## src/rtl/led_pkg.sv

```systemverilog
// Shared definitions for the front-panel key path and the led_16 pattern engine.
// Holds the debounce state encoding and the power-on output defaults.
package led_pkg;

    typedef enum logic [1:0] {
        IDLE       = 2'd0,
        PRESS_WAIT = 2'd1,
        HELD       = 2'd2,
        REL_WAIT   = 2'd3
    } deb_state_t;

    localparam logic STATE_CTRL_DEFAULT = 1'b0;
    localparam logic SPEED_DEFAULT      = 1'b1;

endpackage

```

## src/rtl/key_debounce.sv

```systemverilog
// One push-button channel: 2-flop synchroniser, debounce FSM and one-cycle
// press/release strobes for an active-low raw key input.
module key_debounce
    import led_pkg::*;
#(
    parameter int DEBOUNCE_CYCLES = 1_000_000,
    parameter int CNT_W           = 26
) (
    input  logic i_clk,
    input  logic i_rst,
    input  logic i_key_n,
    output logic o_press,
    output logic o_release,
    output logic o_held,
    output logic o_idle
);

    localparam logic [CNT_W-1:0] DEB_LAST = CNT_W'(DEBOUNCE_CYCLES - 1);

    logic             r_sync1;
    logic             r_sync2;
    logic [1:0]       r_vld;
    logic             r_armed;
    deb_state_t       r_state;
    logic [CNT_W-1:0] r_cnt;

    logic w_key;
    logic w_cnt_done;

    assign w_key      = ~r_sync2;
    assign w_cnt_done = (r_cnt >= DEB_LAST);

    // r_vld marks when the synchroniser holds real samples again after reset;
    // r_armed then demands a genuine release so a key held through reset never fires.
    always_ff @(posedge i_clk) begin
        if (i_rst) begin
            r_sync1 <= 1'b1;
            r_sync2 <= 1'b1;
            r_vld   <= 2'b00;
            r_armed <= 1'b0;
            r_state <= IDLE;
            r_cnt   <= '0;
        end else begin
            r_sync1 <= i_key_n;
            r_sync2 <= r_sync1;
            r_vld   <= {r_vld[0], 1'b1};
            if (r_vld[1] && !w_key) begin
                r_armed <= 1'b1;
            end
            case (r_state)
                IDLE: begin
                    if (w_key && r_armed) begin
                        r_state <= PRESS_WAIT;
                        r_cnt   <= '0;
                    end
                end
                PRESS_WAIT: begin
                    if (!w_key) begin
                        r_state <= IDLE;
                    end else if (w_cnt_done) begin
                        r_state <= HELD;
                    end else begin
                        r_cnt <= r_cnt + 1'b1;
                    end
                end
                HELD: begin
                    if (!w_key) begin
                        r_state <= REL_WAIT;
                        r_cnt   <= '0;
                    end
                end
                REL_WAIT: begin
                    if (w_key) begin
                        r_state <= HELD;
                    end else if (w_cnt_done) begin
                        r_state <= IDLE;
                    end else begin
                        r_cnt <= r_cnt + 1'b1;
                    end
                end
                default: r_state <= IDLE;
            endcase
        end
    end

    assign o_press   = (r_state == PRESS_WAIT) && w_key && w_cnt_done;
    assign o_release = (r_state == REL_WAIT) && !w_key && w_cnt_done;
    assign o_held    = (r_state == HELD) || (r_state == REL_WAIT);
    assign o_idle    = (r_state == IDLE);

endmodule

```

## src/rtl/led_key_ctrl.sv

```systemverilog
// Front-panel key front end for led_16: MODE short press toggles the pattern,
// MODE long press restores defaults, SPEED press toggles the speed select.
module led_key_ctrl
    import led_pkg::*;
#(
    parameter int DEBOUNCE_CYCLES   = 1_000_000,
    parameter int LONG_PRESS_CYCLES = 50_000_000,
    parameter int CNT_W             = 26
) (
    input  logic i_clk,
    input  logic i_rst,
    input  logic i_key_mode_n,
    input  logic i_key_speed_n,
    output logic o_state_ctrl,
    output logic o_speed,
    output logic o_key_evt
);

    localparam logic [CNT_W-1:0] LONG_LAST = CNT_W'(LONG_PRESS_CYCLES - 1);
    localparam logic [CNT_W-1:0] LONG_MAX  = CNT_W'(LONG_PRESS_CYCLES);

    logic w_mode_release;
    logic w_mode_held;
    logic w_mode_idle;
    logic w_mode_unused;
    logic w_speed_press;
    logic [2:0] w_speed_unused;
    logic w_long_hit;

    logic [CNT_W-1:0] r_hold_cnt;
    logic             r_long_flag;

    key_debounce #(
        .DEBOUNCE_CYCLES(DEBOUNCE_CYCLES),
        .CNT_W          (CNT_W)
    ) u_mode_deb (
        .i_clk    (i_clk),
        .i_rst    (i_rst),
        .i_key_n  (i_key_mode_n),
        .o_press  (w_mode_unused),
        .o_release(w_mode_release),
        .o_held   (w_mode_held),
        .o_idle   (w_mode_idle)
    );

    key_debounce #(
        .DEBOUNCE_CYCLES(DEBOUNCE_CYCLES),
        .CNT_W          (CNT_W)
    ) u_speed_deb (
        .i_clk    (i_clk),
        .i_rst    (i_rst),
        .i_key_n  (i_key_speed_n),
        .o_press  (w_speed_press),
        .o_release(w_speed_unused[0]),
        .o_held   (w_speed_unused[1]),
        .o_idle   (w_speed_unused[2])
    );

    // The hold counter saturates, so the threshold compare can only match once per press.
    assign w_long_hit = w_mode_held && (r_hold_cnt == LONG_LAST);

    always_ff @(posedge i_clk) begin
        if (i_rst) begin
            r_hold_cnt   <= '0;
            r_long_flag  <= 1'b0;
            o_state_ctrl <= STATE_CTRL_DEFAULT;
            o_speed      <= SPEED_DEFAULT;
            o_key_evt    <= 1'b0;
        end else begin
            if (!w_mode_held) begin
                r_hold_cnt <= '0;
            end else if (r_hold_cnt < LONG_MAX) begin
                r_hold_cnt <= r_hold_cnt + 1'b1;
            end

            if (w_mode_idle) begin
                r_long_flag <= 1'b0;
            end else if (w_long_hit) begin
                r_long_flag <= 1'b1;
            end

            // Restore takes priority over any toggle landing in the same cycle.
            o_key_evt <= 1'b0;
            if (w_long_hit) begin
                o_state_ctrl <= STATE_CTRL_DEFAULT;
                o_speed      <= SPEED_DEFAULT;
                o_key_evt    <= 1'b1;
            end else begin
                if (w_mode_release && !r_long_flag) begin
                    o_state_ctrl <= ~o_state_ctrl;
                    o_key_evt    <= 1'b1;
                end
                if (w_speed_press) begin
                    o_speed   <= ~o_speed;
                    o_key_evt <= 1'b1;
                end
            end
        end
    end

endmodule
```

## config.mk

```make
export PLATFORM = sky130hd
export DESIGN_NAME = led_key_ctrl
export DESIGN_NICKNAME = d
export VERILOG_FILES = /design/src/rtl/led_pkg.sv /design/src/rtl/key_debounce.sv /design/src/rtl/led_key_ctrl.sv
export SDC_FILE = /design/constraint.sdc
export NUM_CORES = 1
export LEC_CHECK = 0
export BUFFER_PORTS_ARGS = -buffer_cell sky130_fd_sc_hd__buf_4
export CELL_PAD_IN_SITES_DETAIL_PLACEMENT = 1
export CELL_PAD_IN_SITES_GLOBAL_PLACEMENT = 1
export CORE_MARGIN = 8
export CORE_UTILIZATION = 38
export DETAILED_ROUTE_END_ITERATION = 8
export GPL_ROUTABILITY_DRIVEN = 0
export PLACE_DENSITY = 0.76
export SLEW_MARGIN = 25
export SYNTH_ARGS = -nofsm -noshare
export SYNTH_HDL_FRONTEND = slang
export SYNTH_SLANG_ARGS = --single-unit
```

## constraint.sdc

```tcl
create_clock -name i_clk -period 2.9 [get_ports i_clk]
set_clock_uncertainty 0.2 [all_clocks]
set_input_delay 0.435 -clock i_clk [delete_from_list [all_inputs] [get_ports i_clk]]
set_output_delay 0.435 -clock i_clk [all_outputs]
set_load 0.01 [all_outputs]
```

==> metrics <==
die height 122 µm; Switch Pwr 0.543 mW; slew margin rel. 54.6%; CP Max Fanout 22; Pleak 1.58 nW; Clk pwr share 48.2%; Clock Pin Slew Worst Setup and Hold Paths 0.07 ns; kind of start point of the critical path register; first-pass GRT wire length 18700 µm; Sequential Power Share 50.3%; Cells after DPL 649; CP bufs+invs 1; H-tree Lvls 3; Synth Register Bits 94; syn_nets 516; WS Path Type register to register; worst hold-check path type input port to register; pwr dens 535 nW/µm²; share of cells above drive strength 1 8.97%; Synth area leaders dfxtp_1 44%, a21oi_1 4.8%, nor2_1 4.2%, nand3_1 3.6%, or3_1 3.4%; WP data arrival 2.68 ns; FFs w/ async S/R, synth 0%; P&R area growth vs syn 12.8%; initial antenna violation count 0; Post-DP HPWL 7180 µm; sequence of cells on the critical path or4_1 > nor3_1 > o211ai_1 > a21o_1 > buf_4 > or3_1 > a21oi_1; die width 122 µm; fin area 4840 µm²; Final Max Slew Viols 0; Final min period 2.60 ns; Total Power 2.59 mW; Clock Latency Late Sink 0.35 ns; core area 10900 µm²; slowest stage cell, crit path or4_1; area of placed instances 4530 µm²; Syn Inst Count 509; Final period util 89.7%; die area 14900 µm²; ys flop type dfxtp_1; CTS Buffer Depth 2; TritonCTS clock tree done; family with the most delay on the worst path simple AND/OR/NAND/NOR gates; run status completed; Commonest cells post-synth 94 x dfxtp_1, 48 x nor2_1, 41 x a21oi_1; post-CTS sizing 0; GRT Total Usage 15.2%; final core utilization 44.2%; VDD IR max 0.223 mV; most frequent cell after synthesis dfxtp_1; Post-Syn Area 4290 µm²; DR iter-0 viols 139; top-level I/O count 7; share of the synthesized area in the top cell type 43.9%; final hold viol count 0; Antenna Violating Nets Remaining 0; Final Setup Violations 0; post-synthesis cell type count 54; largest net degree at the start of global routing 33; clk root buf clkbuf_16; Fmax 384 MHz; Vias/cell 5.73; vias in the first global route 4030; top cell type by total area after synthesis dfxtp_1; postcts setup bufs 0; Vias 3808; TritonCTS sink count 94; drt drc 0; unrepaired setup endpoints after global routing no; sequential fraction of the synthesis area 43.9%; TritonRoute pass-1 iters 5; drt wl/cell 16.2 µm; Largest regs r_hold_cnt: 26 flops, u_mode_deb.r_cnt: 26 flops, u_speed_deb.r_cnt: 26 flops; Initial Util 39.2%; Critical Path Max Stage Delay 0.51 ns; Post-Syn Area per Cell 8.42 µm²; TNS Setup 0 ns; placement row count 38; yosys synthesis warning count 0; maxcap violations 0; EDFF count, synth 0; n_diodes 0; CP required 2.98 ns; PortBufs 6; grt ovf 0; fin cells 664; Setup crit end kind register; routed wire length 10800 µm; Post-CTS Hold Fix Bufs 0; CTS Buf Count 9; Internal 2.04 mW; switching power share of the total 21.0%; Comb pwr share 1.5%; Tightest Pin Transition 0.681 ns; fin nets 527
## metrics by stage
stage	setup WS, ns	hold WS [ns]
4_1_cts	0.295	0.0651
6_report	0.299	0.0732
3_3_place_gp	0.328	0.191
2_1_floorplan	0.571	0.189
5_1_grt	0.121	0.0690
3_5_place_dp	0.320	0.197
## layout by cell type (no fill, tap or decap), drive strengths merged, types with 16 or more instances in the layout
master / instances
nand4: 20
a21oi: 41
or4: 16
dfxtp: 94
nor2: 48
nand2: 34
or3: 24
o21ai: 30
buf: 18
nand3: 31
## power by group through the flow
stage | Clock [mW] | Combinational [mW] | Sequential, mW
2_1_floorplan | 0 | 0.0255 | 1.33
3_3_place_gp | 0 | 0.0396 | 1.33
3_5_place_dp | 0 | 0.0409 | 1.33
4_1_cts | 1.27 | 0.0412 | 1.30
5_1_grt | 1.31 | 0.0449 | 1.30
6_report | 1.25 | 0.0399 | 1.30
## kinds of logic (layout without fill, tap and decap cells)
family,after synthesis,in the layout,share of synthesized area (%)
simple gates,242,242,30.4
compound gates,112,112,16.1
flops,94,94,43.9
buf+inv,31,46,3.15
xor+xnor,25,25,5.11
fa+ha+maj,3,3,0.875
mux,2,2,0.467
## metal layers
layer	up-vias	share of wire, %	GRT usage (%)
met5	-	0	0
met4	0	2.2	7.01
met3	21	1.9	2.53
met2	41	50	26.6
met1	1872	45	17.9
li1	1874	-	-
## path summary, 6_finish.rpt
check	from	endpoint	slack (ns)	depth (start not counted)
hold / removal	i_key_speed_n	u_speed_deb.r_sync1$_SDFF_PP1_	0.07	2
setup reg to reg	u_speed_deb.r_cnt[22]$_SDFFE_PP0P_	u_speed_deb.r_cnt[3]$_SDFFE_PP0P_	0.30	7
setup / recovery	u_speed_deb.r_cnt[22]$_SDFFE_PP0P_	u_speed_deb.r_cnt[3]$_SDFFE_PP0P_	0.30	7
hold reg to reg	u_mode_deb.r_sync1$_SDFF_PP1_	u_mode_deb.r_sync2$_SDFF_PP1_	0.21	1
## final cells by class
class	count	area, µm²
well taps	140	175
inverters	13	48.8
clock buffers	12	267
clock inverters	3	42.5
repair buffers	18	148
flip-flops and latches	94	1880
multi-input cells	384	2270
fillers	1309	6100
Power figures use the tool's default switching activity.
